===== src/rtl/parity_frame_tx_if.sv =====
// Word handshake between a producer core and parity_frame_tx.
// The producer drives the master side and the framer sits on the slave side.
interface parity_frame_tx_if #(
    parameter int WIDTH = 32
);
    logic [WIDTH-1:0] in_data;
    logic             in_valid;
    logic             in_ready;
    logic             parity_odd;

    modport master (output in_data, output in_valid, output parity_odd, input in_ready);
    modport slave  (input in_data, input in_valid, input parity_odd, output in_ready);
endinterface


===== src/rtl/parity_frame_tx.sv =====
// Serial parity framer: accepts a word, sends {word, parity} MSB-first on one line.
// Optional macro STOP_BIT_EN appends a high stop bit after the parity bit.
module parity_frame_tx #(
    parameter int WIDTH        = 32,
    parameter int CLKS_PER_BIT = 1,
    parameter int CNT_W        = 16
) (
    input  logic             clk,
    input  logic             reset_n,
    parity_frame_tx_if.slave s_if,
    output logic             ser_out,
    output logic             ser_valid,
    output logic             parity_bit,
    output logic             frame_done,
    output logic [CNT_W-1:0] frame_cnt
);
    localparam int CW = (CLKS_PER_BIT > 1) ? $clog2(CLKS_PER_BIT) : 1;
    localparam int BW = (WIDTH > 1) ? $clog2(WIDTH) : 1;
    localparam logic [CW-1:0] CLK_LAST = CW'(CLKS_PER_BIT - 1);
    localparam logic [BW-1:0] BIT_LAST = BW'(WIDTH - 1);

    typedef enum logic [1:0] {
        S_IDLE,
        S_DATA,
        S_PARITY,
        S_STOP
    } state_t;

`ifdef STOP_BIT_EN
    localparam state_t FINAL_STATE = S_STOP;
`else
    localparam state_t FINAL_STATE = S_PARITY;
`endif

    state_t           r_state;
    logic [WIDTH-1:0] r_shift;
    logic [BW-1:0]    r_bit_cnt;
    logic [CW-1:0]    r_clk_cnt;
    logic             r_parity;
    logic             r_ser_out;
    logic             r_ser_valid;
    logic             r_in_ready;
    logic             r_frame_done;
    logic [CNT_W-1:0] r_frame_cnt;

    state_t           w_state_nx;
    logic [WIDTH-1:0] w_shift_nx;
    logic [WIDTH-1:0] w_shifted;
    logic [BW-1:0]    w_bit_nx;
    logic [CW-1:0]    w_clk_nx;
    logic             w_parity_nx;
    logic             w_ser_out_nx;
    logic             w_ser_valid_nx;
    logic             w_in_ready_nx;
    logic             w_done_nx;
    logic             w_last_clk;

    assign w_shifted  = r_shift << 1;
    assign w_last_clk = (r_clk_cnt == CLK_LAST);

    always_comb begin
        w_state_nx     = r_state;
        w_shift_nx     = r_shift;
        w_bit_nx       = r_bit_cnt;
        w_clk_nx       = r_clk_cnt;
        w_parity_nx    = r_parity;
        w_ser_out_nx   = r_ser_out;
        w_ser_valid_nx = r_ser_valid;
        w_in_ready_nx  = r_in_ready;

        case (r_state)
            S_IDLE: begin
                if (s_if.in_valid && r_in_ready) begin
                    w_state_nx     = S_DATA;
                    w_shift_nx     = s_if.in_data;
                    w_bit_nx       = '0;
                    w_clk_nx       = '0;
                    w_parity_nx    = (^s_if.in_data) ^ s_if.parity_odd;
                    w_ser_out_nx   = s_if.in_data[WIDTH-1];
                    w_ser_valid_nx = 1'b1;
                    w_in_ready_nx  = 1'b0;
                end
            end
            S_DATA: begin
                if (w_last_clk) begin
                    w_clk_nx = '0;
                    if (r_bit_cnt == BIT_LAST) begin
                        w_state_nx   = S_PARITY;
                        w_ser_out_nx = r_parity;
                    end else begin
                        w_bit_nx     = r_bit_cnt + BW'(1);
                        w_shift_nx   = w_shifted;
                        w_ser_out_nx = w_shifted[WIDTH-1];
                    end
                end else begin
                    w_clk_nx = r_clk_cnt + CW'(1);
                end
            end
            S_PARITY: begin
                if (w_last_clk) begin
                    w_clk_nx = '0;
`ifdef STOP_BIT_EN
                    w_state_nx   = S_STOP;
                    w_ser_out_nx = 1'b1;
`else
                    w_state_nx     = S_IDLE;
                    w_ser_out_nx   = 1'b1;
                    w_ser_valid_nx = 1'b0;
                    w_in_ready_nx  = 1'b1;
`endif
                end else begin
                    w_clk_nx = r_clk_cnt + CW'(1);
                end
            end
            S_STOP: begin
                if (w_last_clk) begin
                    w_clk_nx       = '0;
                    w_state_nx     = S_IDLE;
                    w_ser_out_nx   = 1'b1;
                    w_ser_valid_nx = 1'b0;
                    w_in_ready_nx  = 1'b1;
                end else begin
                    w_clk_nx = r_clk_cnt + CW'(1);
                end
            end
            default: begin
                w_state_nx     = S_IDLE;
                w_ser_out_nx   = 1'b1;
                w_ser_valid_nx = 1'b0;
                w_in_ready_nx  = 1'b1;
            end
        endcase

        // Registered pulse: raise frame_done on the edge entering the final bit's last cycle.
        w_done_nx = (w_state_nx == FINAL_STATE) && (w_clk_nx == CLK_LAST);
    end

    always_ff @(posedge clk) begin
        if (!reset_n) begin
            r_state      <= S_IDLE;
            r_shift      <= '0;
            r_bit_cnt    <= '0;
            r_clk_cnt    <= '0;
            r_parity     <= 1'b0;
            r_ser_out    <= 1'b1;
            r_ser_valid  <= 1'b0;
            r_in_ready   <= 1'b1;
            r_frame_done <= 1'b0;
            r_frame_cnt  <= '0;
        end else begin
            r_state      <= w_state_nx;
            r_shift      <= w_shift_nx;
            r_bit_cnt    <= w_bit_nx;
            r_clk_cnt    <= w_clk_nx;
            r_parity     <= w_parity_nx;
            r_ser_out    <= w_ser_out_nx;
            r_ser_valid  <= w_ser_valid_nx;
            r_in_ready   <= w_in_ready_nx;
            r_frame_done <= w_done_nx;
            if (w_done_nx) begin
                r_frame_cnt <= r_frame_cnt + CNT_W'(1);
            end
        end
    end

    assign s_if.in_ready = r_in_ready;
    assign ser_out       = r_ser_out;
    assign ser_valid     = r_ser_valid;
    assign parity_bit    = r_parity;
    assign frame_done    = r_frame_done;
    assign frame_cnt     = r_frame_cnt;
endmodule

===== src/flat_wrapper.sv =====
// flat-port wrapper written by rule: the top's interface ports become plain ports
module parity_frame_tx_flat 
#(
    parameter int WIDTH        = 32,
    parameter int CLKS_PER_BIT = 1,
    parameter int CNT_W        = 16
)
  (clk, reset_n, ser_out, ser_valid, parity_bit, frame_done, frame_cnt, s_if_in_data, s_if_in_valid, s_if_parity_odd, s_if_in_ready);
  parity_frame_tx_if #(.WIDTH(WIDTH)) s_if_i ();
  input  logic clk;
  input  logic reset_n;
  output logic ser_out;
  output logic ser_valid;
  output logic parity_bit;
  output logic frame_done;
  output logic [CNT_W-1:0] frame_cnt;
  input wire logic [$bits(s_if_i.in_data)-1:0] s_if_in_data;
  input wire logic [$bits(s_if_i.in_valid)-1:0] s_if_in_valid;
  input wire logic [$bits(s_if_i.parity_odd)-1:0] s_if_parity_odd;
  output wire logic [$bits(s_if_i.in_ready)-1:0] s_if_in_ready;
  assign s_if_i.in_data = s_if_in_data;
  assign s_if_i.in_valid = s_if_in_valid;
  assign s_if_i.parity_odd = s_if_parity_odd;
  assign s_if_in_ready = s_if_i.in_ready;
  parity_frame_tx #(.WIDTH(WIDTH), .CLKS_PER_BIT(CLKS_PER_BIT), .CNT_W(CNT_W)) u_core (.clk(clk), .reset_n(reset_n), .s_if(s_if_i), .ser_out(ser_out), .ser_valid(ser_valid), .parity_bit(parity_bit), .frame_done(frame_done), .frame_cnt(frame_cnt));
endmodule

===== config.mk =====
export PLATFORM = sky130hd
export DESIGN_NAME = parity_frame_tx_flat
export DESIGN_NICKNAME = d
export VERILOG_FILES = /design/src/rtl/parity_frame_tx_if.sv /design/src/rtl/parity_frame_tx.sv /design/src/flat_wrapper.sv
export SDC_FILE = /design/constraint.sdc
export NUM_CORES = 1
export LEC_CHECK = 0
export ABC_AREA = 1
export CAP_MARGIN = 15
export CORE_ASPECT_RATIO = 1.5
export CORE_MARGIN = 2
export CORE_UTILIZATION = 57
export DETAILED_ROUTE_END_ITERATION = 16
export PLACE_DENSITY = 0.87
export SLEW_MARGIN = 20
export SYNTH_ARGS = -nofsm -noshare
export SYNTH_HDL_FRONTEND = slang
export SYNTH_SLANG_ARGS = --single-unit

===== constraint.sdc =====
create_clock -name clk -period 3.9 [get_ports clk]
set_input_delay 1.17 -clock clk [delete_from_list [all_inputs] [get_ports clk]]
set_output_delay 1.17 -clock clk [all_outputs]
set_load 0.005 [all_outputs]

==> impl_results.md <==
* Post-synthesis cell area at 0.00320 mm2
* Critical path class: in2reg
* Total GRT Usage at 25.6%
* Share of cells above drive strength 1 at 5.28%
* Die width at 65.1 um
* Initial DRC count at 116
* Cell area power density at 375 mW/mm2
* Clk_skew at 0.00565 ns
* Reg clk slew, reported paths at 0.07 ns
* RSZ-0062 raised after global routing: false
* ANT nets after route at 0
* # DRC at 0
* Worst Hold Depth at 2
* Post-synth net total at 513
* Maxcap violations at 0
* Vias per cell at 5.33
* Wirelength, routed at 7.28 mm
* Grt ovf at 0
* Critical path buffer and inverter count at 3
* Htree depth at 3
* Slew HR at 39.2%
* Worst hold path class: reg2reg
* Min-delay src: u_core.ser_valid
* Worst Hold End: u_core.ser_valid
* Synthesized instance count at 474
* Nets@finish at 564
* Most used cell, CP: nand2_1
* Initial antenna violation count at 0
* Critical Path RT at 4.15 ns
* # rows at 33
* Hold Vio Cnt, Final at 0
* Tot Pwr at 1.49 mW
* Largest net degree at the start of global routing at 43
* Inserted Clock Buffers at 9
* Post-DP HPWL at 5.16 mm
* Per-cell routed wire length at 12.1 um
* Root Driver: clkbuf_8
* Yosys warns at 0
* Register bit count reported by yosys at 60
* Core area at 0.00545 mm2
* Register area share after synthesis at 37.6%
* Peak VDD IR at 0.281 mV
* Final setup fails at 0
* Worst-skew pair later-pin latency at 0.33 ns
* Fmax at 355 MHz
* Final worst-path cycle share at 72.1%
* CTS tree: done
* Critical Path Slowest Stage Cell: clkdlybuf4s50_1
* Status: finished clean
* First-pass GRT wire length at 12.5 mm
* PortBufs at 56
* Resized cells post-CTS at 0
* Reg2Reg Launch Point: u_core.r_state[1]
* Flop2flop setup slack at 1.54 ns
* Yosys cell types at 37
* CP Max Fanout at 35
* Top cell family by delay on the critical path: buffers and inverters
* RR Endpoint: u_core.r_shift[21]
* Critical path cell sequence: clkdlybuf4s50_1 > nand2_1 > nand2_1 > o21ai_1 > a21oi_2 > nand2_2 > inv_2 > buf_12 > o21ai_0 > a31oi_1
* Post-cts hold buffer count at 0
* I/O pins at 57
* Clock sinks at 60
* Vias in the first global route at 2943
* Worst Reg-to-Reg Cells at 9
* Die Height at 95.7 um
* Slew Viols, Final at 0
* Ant. Diodes at 0
* Starting Density at 58.6%
* CP Capture Type: flop
* Leak at 1.68 nW
* Worst Max-Slew Pin Slew at 0.911 ns
* Area Overhead vs Synth at 24.0%
* Post-CTS Setup Repair Bufs at 0
* Crit-path max cell delay at 0.49 ns
* GP Congestion at 0.810
* Clock Path Buffers at 2
* Die ar. at 0.00623 mm2
* First drt pass iteration count at 5
* Post-Syn Area per Cell at 6.74 um2
* Setup TNS at 0 ns
* WP data arrival at 3.06 ns
* Period minus WS final at 2.81 ns
* Crit start category: input pin
* Via count at 3200
[registers in the layout, summed over array words and instances (netlist names)]
| signal | cells |
|---|---|
| u_core.ser_out | 1 |
| u_core.frame_cnt | 16 |
| u_core.r_shift | 31 |
| u_core.s_if.in_ready | 1 |
| u_core.r_bit_cnt | 5 |
| u_core.r_clk_cnt | 1 |
| u_core.ser_valid | 1 |
| u_core.r_state | 2 |
| u_core.parity_bit | 1 |
| u_core.frame_done | 1 |
[synth_stat cells (all sizes together)]
| cell type | instances | area [um2] |
|---|---|---|
| nor4 | 3 | 18.8 |
| inv | 46 | 173 |
| nand2 | 174 | 661 |
| nor3b | 2 | 20.0 |
| nor2 | 21 | 81.3 |
| xor2 | 10 | 87.6 |
| a31oi | 32 | 200 |
| o21ba | 1 | 10.0 |
| dfxtp | 60 | 1200 |
| o311ai | 1 | 8.76 |
| a211oi | 1 | 7.51 |
| o31ai | 1 | 7.51 |
| nand3 | 13 | 70.1 |
| clkinv | 1 | 3.75 |
| o211ai | 1 | 7.51 |
| clkbuf | 11 | 41.3 |
| ha | 3 | 37.5 |
| a21oi | 16 | 83.8 |
| nor3 | 8 | 51.3 |
| a32o | 1 | 10.0 |
| o21a | 2 | 15.0 |
| xnor2 | 13 | 114 |
| nand4 | 1 | 6.26 |
| and2 | 1 | 6.26 |
| o21ai | 44 | 224 |
| buf | 7 | 48.8 |
[per-layer routing]
| layer | track usage [%] | vias to the layer above | share of wire (%) |
|---|---|---|---|
| met3 | 5.50 | 15 | 3.5 |
| met2 | 47.5 | 82 | 54 |
| met4 | 10.4 | 0 | 2.0 |
| li1 | - | 1656 | - |
| met5 | 0 | - | 0 |
| met1 | 28.1 | 1447 | 41 |
[worst register-to-register path, delay by kind of cell, from the launching register on]
family                 cells  cell delay [ns]
AO/OA/AOI/OAI              4             0.65
buffers and inverters      3             0.64
flip-flops                 1             0.42
AND/OR/NAND/NOR            2             0.59
[how the worst max path moves through the flow]
stage	startpoint	to	slack, ns	cells after the start
6_report	s_if_in_valid	u_core.r_shift[21]	1.09	10
5_1_grt	s_if_in_valid	u_core.r_bit_cnt[2]	0.89	10
4_1_cts	s_if_in_valid	u_core.r_shift[21]	1.09	10
3_5_place_dp	s_if_in_valid	u_core.r_shift[21]	0.76	10
3_3_place_gp	s_if_in_valid	u_core.r_bit_cnt[2]	0.88	10
2_1_floorplan	s_if_in_valid	u_core.frame_cnt[10]	1.74	9
[power by group]
group          switching (mW)  leakage, nW  internal (mW)  total, mW
clock                   0.228       0.0937          0.283      0.510
combinational           0.168         1.10          0.123      0.291
sequential             0.0254        0.492          0.660      0.685
[layout make-up]
type | instances | area [um2]
Clock buffer | 15 | 176
Clock inverter | 1 | 5.00
Fill cell | 445 | 1490
Inverter | 47 | 176
Multi-Input combinational cell | 349 | 1730
Sequential cell | 60 | 1200
Tap cell | 70 | 87.6
Timing Repair Buffer | 58 | 588
[per-stage QoR]
stage / cells / area (um2) / hold WS [ns] / setup slack (ns) / utilization [%]
after global placement: 584 / 3780 / 0.448 / 0.882 / 69.4
final: 600 / 3960 / 0.469 / 1.09 / 72.7
after floorplan: 474 / 3200 / 0.445 / 1.74 / -
after detailed placement: 584 / 3780 / 0.458 / 0.762 / 69.4
after global routing: 600 / 3960 / 0.497 / 0.889 / 72.7
after CTS: 600 / 3960 / 0.475 / 1.09 / 72.7
[cells in the final DEF, fill, tap and decap left out, drive strengths merged]
cell / count
clkinv: 2
nor2: 21
xor2: 10
xnor2: 13
a31oi: 32
o31ai: 1
nor4: 3
nand3: 13
o21a: 2
o21ai: 44
buf: 2
nor3b: 2
inv: 46
o211ai: 1
nand4: 1
nor3: 8
a32o: 1
o311ai: 1
nand2: 174
and2: 1
ha: 3
a21oi: 16
clkbuf: 15
a211oi: 1
o21ba: 1
dfxtp: 60
clkdlybuf4s50: 56
[logic make-up after synthesis]
logic type	count (synthesis)	synth area share, %
XOR/XNOR	23	6.30
flip-flops	60	37.6
buffers and inverters	65	8.34
AND/OR/NAND/NOR	223	28.6
adder cells (fa/ha/maj)	3	1.17
AO/OA/AOI/OAI	100	18.0
Power figures use the tool's default switching activity.
